`src/rtl/div_iter_pkg.sv`:
```
// Shared definitions for the iterative HI/LO divider: widths, state encodings
// and the result payload layout.
package div_iter_pkg;

   localparam int unsigned DWORD_W    = 32;
   localparam int unsigned DATA_BUS_W = 2 * DWORD_W;
   localparam int unsigned DIV_CNT_W  = 6;

   localparam logic [DIV_CNT_W-1:0] DIV_LAST_ITER = 6'd31;
   localparam logic [DWORD_W-1:0]   DIV_ZERO_QUO  = 32'hFFFF_FFFF;

   typedef enum logic [1:0] {
      DIV_IDLE = 2'd0,
      DIV_ZERO = 2'd1,
      DIV_BUSY = 2'd2,
      DIV_DONE = 2'd3
   } div_state_e;

   // HI holds the remainder, LO the quotient
   typedef struct packed {
      logic [DWORD_W-1:0] rem;
      logic [DWORD_W-1:0] quo;
   } div_res_t;

endpackage

```
`src/rtl/div_abs_neg.sv`:
```
// Conditional two's-complement negate, used for operand magnitudes and
// for restoring the sign of the quotient and remainder.
module div_abs_neg
   import div_iter_pkg::*;
#(
   parameter int unsigned W = DWORD_W
) (
   input  logic         neg,
   input  logic [W-1:0] din,
   output logic [W-1:0] dout_c
);

   always_comb begin
      dout_c = din;
      if (neg) begin
         dout_c = W'(~din + W'(1));
      end
   end

endmodule

```
`src/rtl/div_iter.sv`:
```
// Iterative radix-2 restoring divider for DIV/DIVU. Holds the EX stage via
// stallreq and presents {remainder, quotient} with a one-cycle ready pulse.
module div_iter
   import div_iter_pkg::*;
#(
   parameter int unsigned DW = DWORD_W
) (
   input  logic            clk,
   input  logic            resetn,
   input  logic            start,
   input  logic            sgn,
   input  logic [DW-1:0]   opa,
   input  logic [DW-1:0]   opb,
   input  logic            cancel,
   output logic            stallreq,
   output logic            ready,
   output logic [2*DW-1:0] divres
);

   div_state_e            state;
   div_state_e            state_nxt;

   logic [DW-1:0]         rem;
   logic [DW-1:0]         quo;
   logic [DW-1:0]         babs;
   logic                  qneg;
   logic                  rneg;
   logic [DIV_CNT_W-1:0]  cnt;
   logic [DATA_BUS_W-1:0] divres_q;

   logic                  accept_c;
   logic                  opb_zero_c;
   logic                  nega_c;
   logic                  negb_c;
   logic [DW-1:0]         aabs_c;
   logic [DW-1:0]         babs_c;
   logic [DW-1:0]         quo_fix_c;
   logic [DW-1:0]         rem_fix_c;
   logic [DW:0]           shifted_c;
   logic [DW:0]           diff_c;
   logic [DW-1:0]         rem_nxt_c;
   logic [DW-1:0]         quo_nxt_c;
   div_res_t              res_c;

   assign accept_c   = (state == DIV_IDLE) && start && !cancel;
   assign opb_zero_c = (opb == '0);
   assign nega_c     = sgn & opa[DW-1];
   assign negb_c     = sgn & opb[DW-1];

   div_abs_neg #(.W(DW)) u_abs_a (
      .neg    (nega_c),
      .din    (opa),
      .dout_c (aabs_c)
   );

   div_abs_neg #(.W(DW)) u_abs_b (
      .neg    (negb_c),
      .din    (opb),
      .dout_c (babs_c)
   );

   div_abs_neg #(.W(DW)) u_fix_q (
      .neg    (qneg),
      .din    (quo),
      .dout_c (quo_fix_c)
   );

   div_abs_neg #(.W(DW)) u_fix_r (
      .neg    (rneg),
      .din    (rem),
      .dout_c (rem_fix_c)
   );

   // One restoring step: shift in the next dividend bit, trial-subtract |b|
   always_comb begin
      shifted_c = {rem, quo[DW-1]};
      diff_c    = shifted_c - {1'b0, babs};
      rem_nxt_c = diff_c[DW] ? shifted_c[DW-1:0] : diff_c[DW-1:0];
      quo_nxt_c = {quo[DW-2:0], ~diff_c[DW]};
   end

   always_ff @(posedge clk or negedge resetn) begin
      if (!resetn) begin
         state <= DIV_IDLE;
      end else begin
         state <= state_nxt;
      end
   end

   // Next state and handshake outputs; divres shows the fresh result in
   // the ready cycle and the held value otherwise
   always_comb begin
      state_nxt = state;
      stallreq  = 1'b0;
      ready     = 1'b0;
      res_c     = divres_q;
      divres    = divres_q;
      case (state)
         DIV_IDLE: begin
            if (accept_c) begin
               stallreq  = 1'b1;
               state_nxt = opb_zero_c ? DIV_ZERO : DIV_BUSY;
            end
         end
         DIV_ZERO: begin
            state_nxt = DIV_IDLE;
            if (!cancel) begin
               ready     = 1'b1;
               res_c.rem = quo;
               res_c.quo = DIV_ZERO_QUO;
            end
         end
         DIV_BUSY: begin
            if (cancel) begin
               state_nxt = DIV_IDLE;
            end else begin
               stallreq = 1'b1;
               if (cnt == DIV_LAST_ITER) begin
                  state_nxt = DIV_DONE;
               end
            end
         end
         DIV_DONE: begin
            state_nxt = DIV_IDLE;
            if (!cancel) begin
               ready     = 1'b1;
               res_c.rem = rem_fix_c;
               res_c.quo = quo_fix_c;
            end
         end
         default: begin
            state_nxt = DIV_IDLE;
         end
      endcase
      if (ready) begin
         divres = res_c;
      end
   end

   // Operand capture, iteration registers and result hold
   always_ff @(posedge clk or negedge resetn) begin
      if (!resetn) begin
         rem      <= '0;
         quo      <= '0;
         babs     <= '0;
         qneg     <= 1'b0;
         rneg     <= 1'b0;
         cnt      <= '0;
         divres_q <= '0;
      end else begin
         if (ready) begin
            divres_q <= res_c;
         end
         case (state)
            DIV_IDLE: begin
               if (accept_c) begin
                  rem  <= '0;
                  cnt  <= '0;
                  babs <= babs_c;
                  qneg <= sgn & (opa[DW-1] ^ opb[DW-1]);
                  rneg <= nega_c;
                  // divide-by-zero reports the raw dividend in HI
                  quo  <= opb_zero_c ? opa : aabs_c;
               end
            end
            DIV_BUSY: begin
               if (!cancel) begin
                  rem <= rem_nxt_c;
                  quo <= quo_nxt_c;
                  cnt <= DIV_CNT_W'(cnt + DIV_CNT_W'(1));
               end
            end
            default: begin
            end
         endcase
      end
   end

endmodule

```
`config.mk`:
```
export PLATFORM = sky130hd
export DESIGN_NAME = div_iter
export DESIGN_NICKNAME = d
export VERILOG_FILES = /design/src/rtl/div_iter_pkg.sv /design/src/rtl/div_abs_neg.sv /design/src/rtl/div_iter.sv
export SDC_FILE = /design/constraint.sdc
export NUM_CORES = 1
export LEC_CHECK = 0
export ABC_CLOCK_PERIOD_IN_PS = 7800
export CAP_MARGIN = 30
export CELL_PAD_IN_SITES_DETAIL_PLACEMENT = 1
export CELL_PAD_IN_SITES_GLOBAL_PLACEMENT = 2
export CORE_UTILIZATION = 30
export CTS_BUF_LIST = sky130_fd_sc_hd__clkbuf_4 sky130_fd_sc_hd__clkbuf_8
export CTS_CLUSTER_DIAMETER = 150
export DETAILED_ROUTE_END_ITERATION = 12
export GPL_ROUTABILITY_DRIVEN = 1
export GPL_TIMING_DRIVEN = 0
export HOLD_SLACK_MARGIN = 0.12
export PLACE_DENSITY_LB_ADDON = 0.25
export SYNTH_ARGS = -nofsm -noshare
export SYNTH_HDL_FRONTEND = slang
export SYNTH_SLANG_ARGS = --single-unit
```
`constraint.sdc`:
```
create_clock -name clk -period 7.8 [get_ports clk]
set_input_delay 0.78 -clock clk [delete_from_list [all_inputs] [get_ports clk]]
set_output_delay 0.78 -clock clk [all_outputs]
set_load 0.02 [all_outputs]
```
==> impl_metrics.py <==
metrics = {
    "clocking": {
        "clockBufferDepth": 2,
        "clk_pin_slew_ps": 100,
        "worstSkewPairLatency_ps": 500,
        "htreeDepth": 4,
        "ctsRootBufferMaster": "clkbuf_8",
        "clkSinkCount": 170,
        "cts-resized-gates": 0,
        "hold_buffers": 0,
        "cts_made_buffers": 17,
        "tritoncts": "yes",
        "cts_setup_buffers": 0,
    },
    "routing": {
        "drt_first_pass_iters": 5,
        "drc_errors": 0,
        "drt_iter0_drc": 552,
        "ant_nets": 0,
        "wl_per_cell_um": 19.5,
        "avgViaCountPerCell": 5.14,
        "vias": 10500,
        "finalWirelength_um": 39800,
    },
    "synthesis": {
        "yosysTopAreaCell": "dfrtp_1",
        "synth_fp_nets": 1471,
        "synth-edff-count": 0,
        "avgSynthCellArea_um2": 8.39,
        "synth_top_area_share_pct": 37.2,
        "synth.distinct_cells": 69,
        "ys_warn_count": 0,
        "synth_area_mm2": 0.0114,
        "async_flop_share_pct": 100,
        "synth_seq_cells": 170,
        "syn-instance-count": 1364,
        "synthTopCellsByArea": "dfrtp_1 (37%), o21ai_0 (8.9%), nand2_1 (6.2%), xnor2_1 (5.7%), xor2_1 (5.4%)",
        "synth_ff_type": "dfrtp_1",
        "ys_seq_area_share_pct": 37.2,
        "synth_common_cells": "o21ai_0 (203), nand2_1 (190), dfrtp_1 (170)",
        "yosysMostFrequentCell": "o21ai_0",
    },
    "final_layout": {
        "stdcell_area_mm2": 0.0139,
        "nets": 1624,
        "postLayoutCoreUtil_pct": 36.9,
        "ff_latch_area_mm2": 0.00425,
        "area_growth_pct": 21.2,
        "fillers": 4507,
        "multi_input_area_mm2": 0.00672,
        "n_antenna_cell": 0,
        "drive_gt1_share_pct": 3.99,
    },
    "sta": {
        "tns_ps": 0,
        "worst_hold_slack_ps": 207,
        "final.setup_skew_ps": 15.4,
        "finalCritPeriodShare_pct": 67.3,
        "hold_viol_final": 0,
        "setup_viol": 0,
        "rsz0062_at_grt": "no",
        "tightest_slew_ps": 909,
        "period_minus_slack_ps": 5250,
        "clock.fmax_mhz": 190,
        "timing.slew.headroom_pct": 39.4,
        "drv_slew": 0,
    },
    "worst_setup_path": {
        "setup.worst_path.start": "cancel",
        "cpMaxStageDelayCell": "clkdlybuf4s50_1",
        "worstSetupEndpointType": "output pin",
        "max_stage_delay_ps": 600,
        "r2r-start": "quo[31]",
        "crit_fanout": 10,
        "cp.required_ps": 7020,
        "crit_arrival_ps": 4470,
        "crit_path_cell_trace": "clkdlybuf4s50_1 -> clkbuf_1 -> nand2b_1 -> clkbuf_1 -> clkinv_1 -> nand2_1 -> clkbuf_1 -> o21ai_0 -> clkdlybuf4s50_1",
        "path_class": "input port to output pin",
        "crit_path_frequent_cell": "clkbuf_1",
        "startpoint_type": "input port",
    },
    "floorplanning": {
        "initial_core_util_pct": 30.4,
        "die_x_um": 197,
        "core_mm2": 0.0376,
        "io_pins": 135,
        "row_count": 71,
        "fp.dieH_um": 197,
        "die-area_mm2": 0.0389,
    },
    "global_routing": {
        "gr-total-overflow": 0,
        "grt_pass1_wl_um": 62700,
        "antenna_found_initial": 0,
        "grt_pass1_vias": 10900,
        "grt_max_degree": 109,
        "grt_usage_pct": 20.9,
    },
    "power_and_ir_drop": {
        "leakage_nw": 5.71,
        "p_total_mw": 2.56,
        "power.density_mw_per_mm2": 184,
        "vdd_ir_drop_max_v": 0.0000844,
    },
    "worst_hold_path": {
        "hp-class": "input port to asynchronous set/reset pin",
    },
    "placed_design": {
        "io_buffers": 132,
        "hpwl_um": 31400,
        "postPlaceCellArea_mm2": 0.0134,
        "gp_congestion": 0.846,
    },
    "flow_run": {
        "max_cap_violations": 0,
    },
    "outcome": {
        "outcome": "finished, final reports clean",
    },
}
state kept, by name, summed over array words and instances, names as in the netlist:
register  flops
rem          32
divres_q     64
qneg          1
quo          32
rneg          1
cnt           6
babs         32
state         2
final timing paths:
check | endpoint | cells after the start | slack [ps]
setup / recovery | divres[57] | 9 | 2550
hold / removal | divres_q[38] | 1 | 210
setup reg to reg | rem[2] | 13 | 3550
hold reg to reg | babs[4] | 2 | 480
max in group asynchronous | rem[15] | 2 | 6620
min in group clk | babs[4] | 2 | 480
routing by layer:
layer	vias to the layer above	global-route usage, %	wire [um]	part of all wire, %
li1	5162	-	-	-
met1	5116	27.6	18800	47
met2	175	35.7	19000	48
met3	42	2.41	1090	2.7
met4	0	6.60	862	2.2
met5	-	0	0	0
power by group:
group / switching (mW) / leakage [nW] / internal (mW)
registers: 0.113 / 2.22 / 0.968
clock network: 0.369 / 0.207 / 0.331
logic: 0.459 / 3.29 / 0.317
metrics by stage:
stage	instances	worst slack, ps
final	2041	2550
after global routing	2041	2220
after CTS	2041	2500
after detailed placement	2009	2530
after global placement	2007	-1640
after floorplan	1364	4030
placed cells by master (no fill, tap or decap), drive strengths merged, types with 34 or more instances in the layout:
master	netlist	final
o31ai	34	34
nand2	190	190
xor2	72	72
inv	49	52
clkbuf	62	81
ha	37	37
o21ai	204	204
xnor2	75	75
dfrtp	170	170
clkdlybuf4s50	0	131
nor2	87	87
a21oi	69	69
cell type report:
class	instances	share of cell area, %
Multi-Input combinational cell	1070	48.4
Inverter	50	1.35
Sequential cell	170	30.7
Buffer	74	2.09
Timing Repair Buffer	134	9.81
Clock buffer	19	1.84
Tap cell	511	4.61
Clock inverter	13	1.20
cells by family after synthesis:
group | count (synthesis) | share of synthesized area, %
mux | 25 | 2.19
buf+inv | 124 | 4.18
simple gates | 424 | 17.4
flops | 170 | 37.2
compound gates | 436 | 23.5
fa+ha+maj | 38 | 4.22
xor+xnor | 147 | 11.3
critical path: cells and delay by family:
family                 cells  cell delay (ps)
buffers and inverters      6             2760
and+or+nand+nor            2              640
AOI/OAI and AO/OA          1              290
Power figures use the tool's default switching activity.
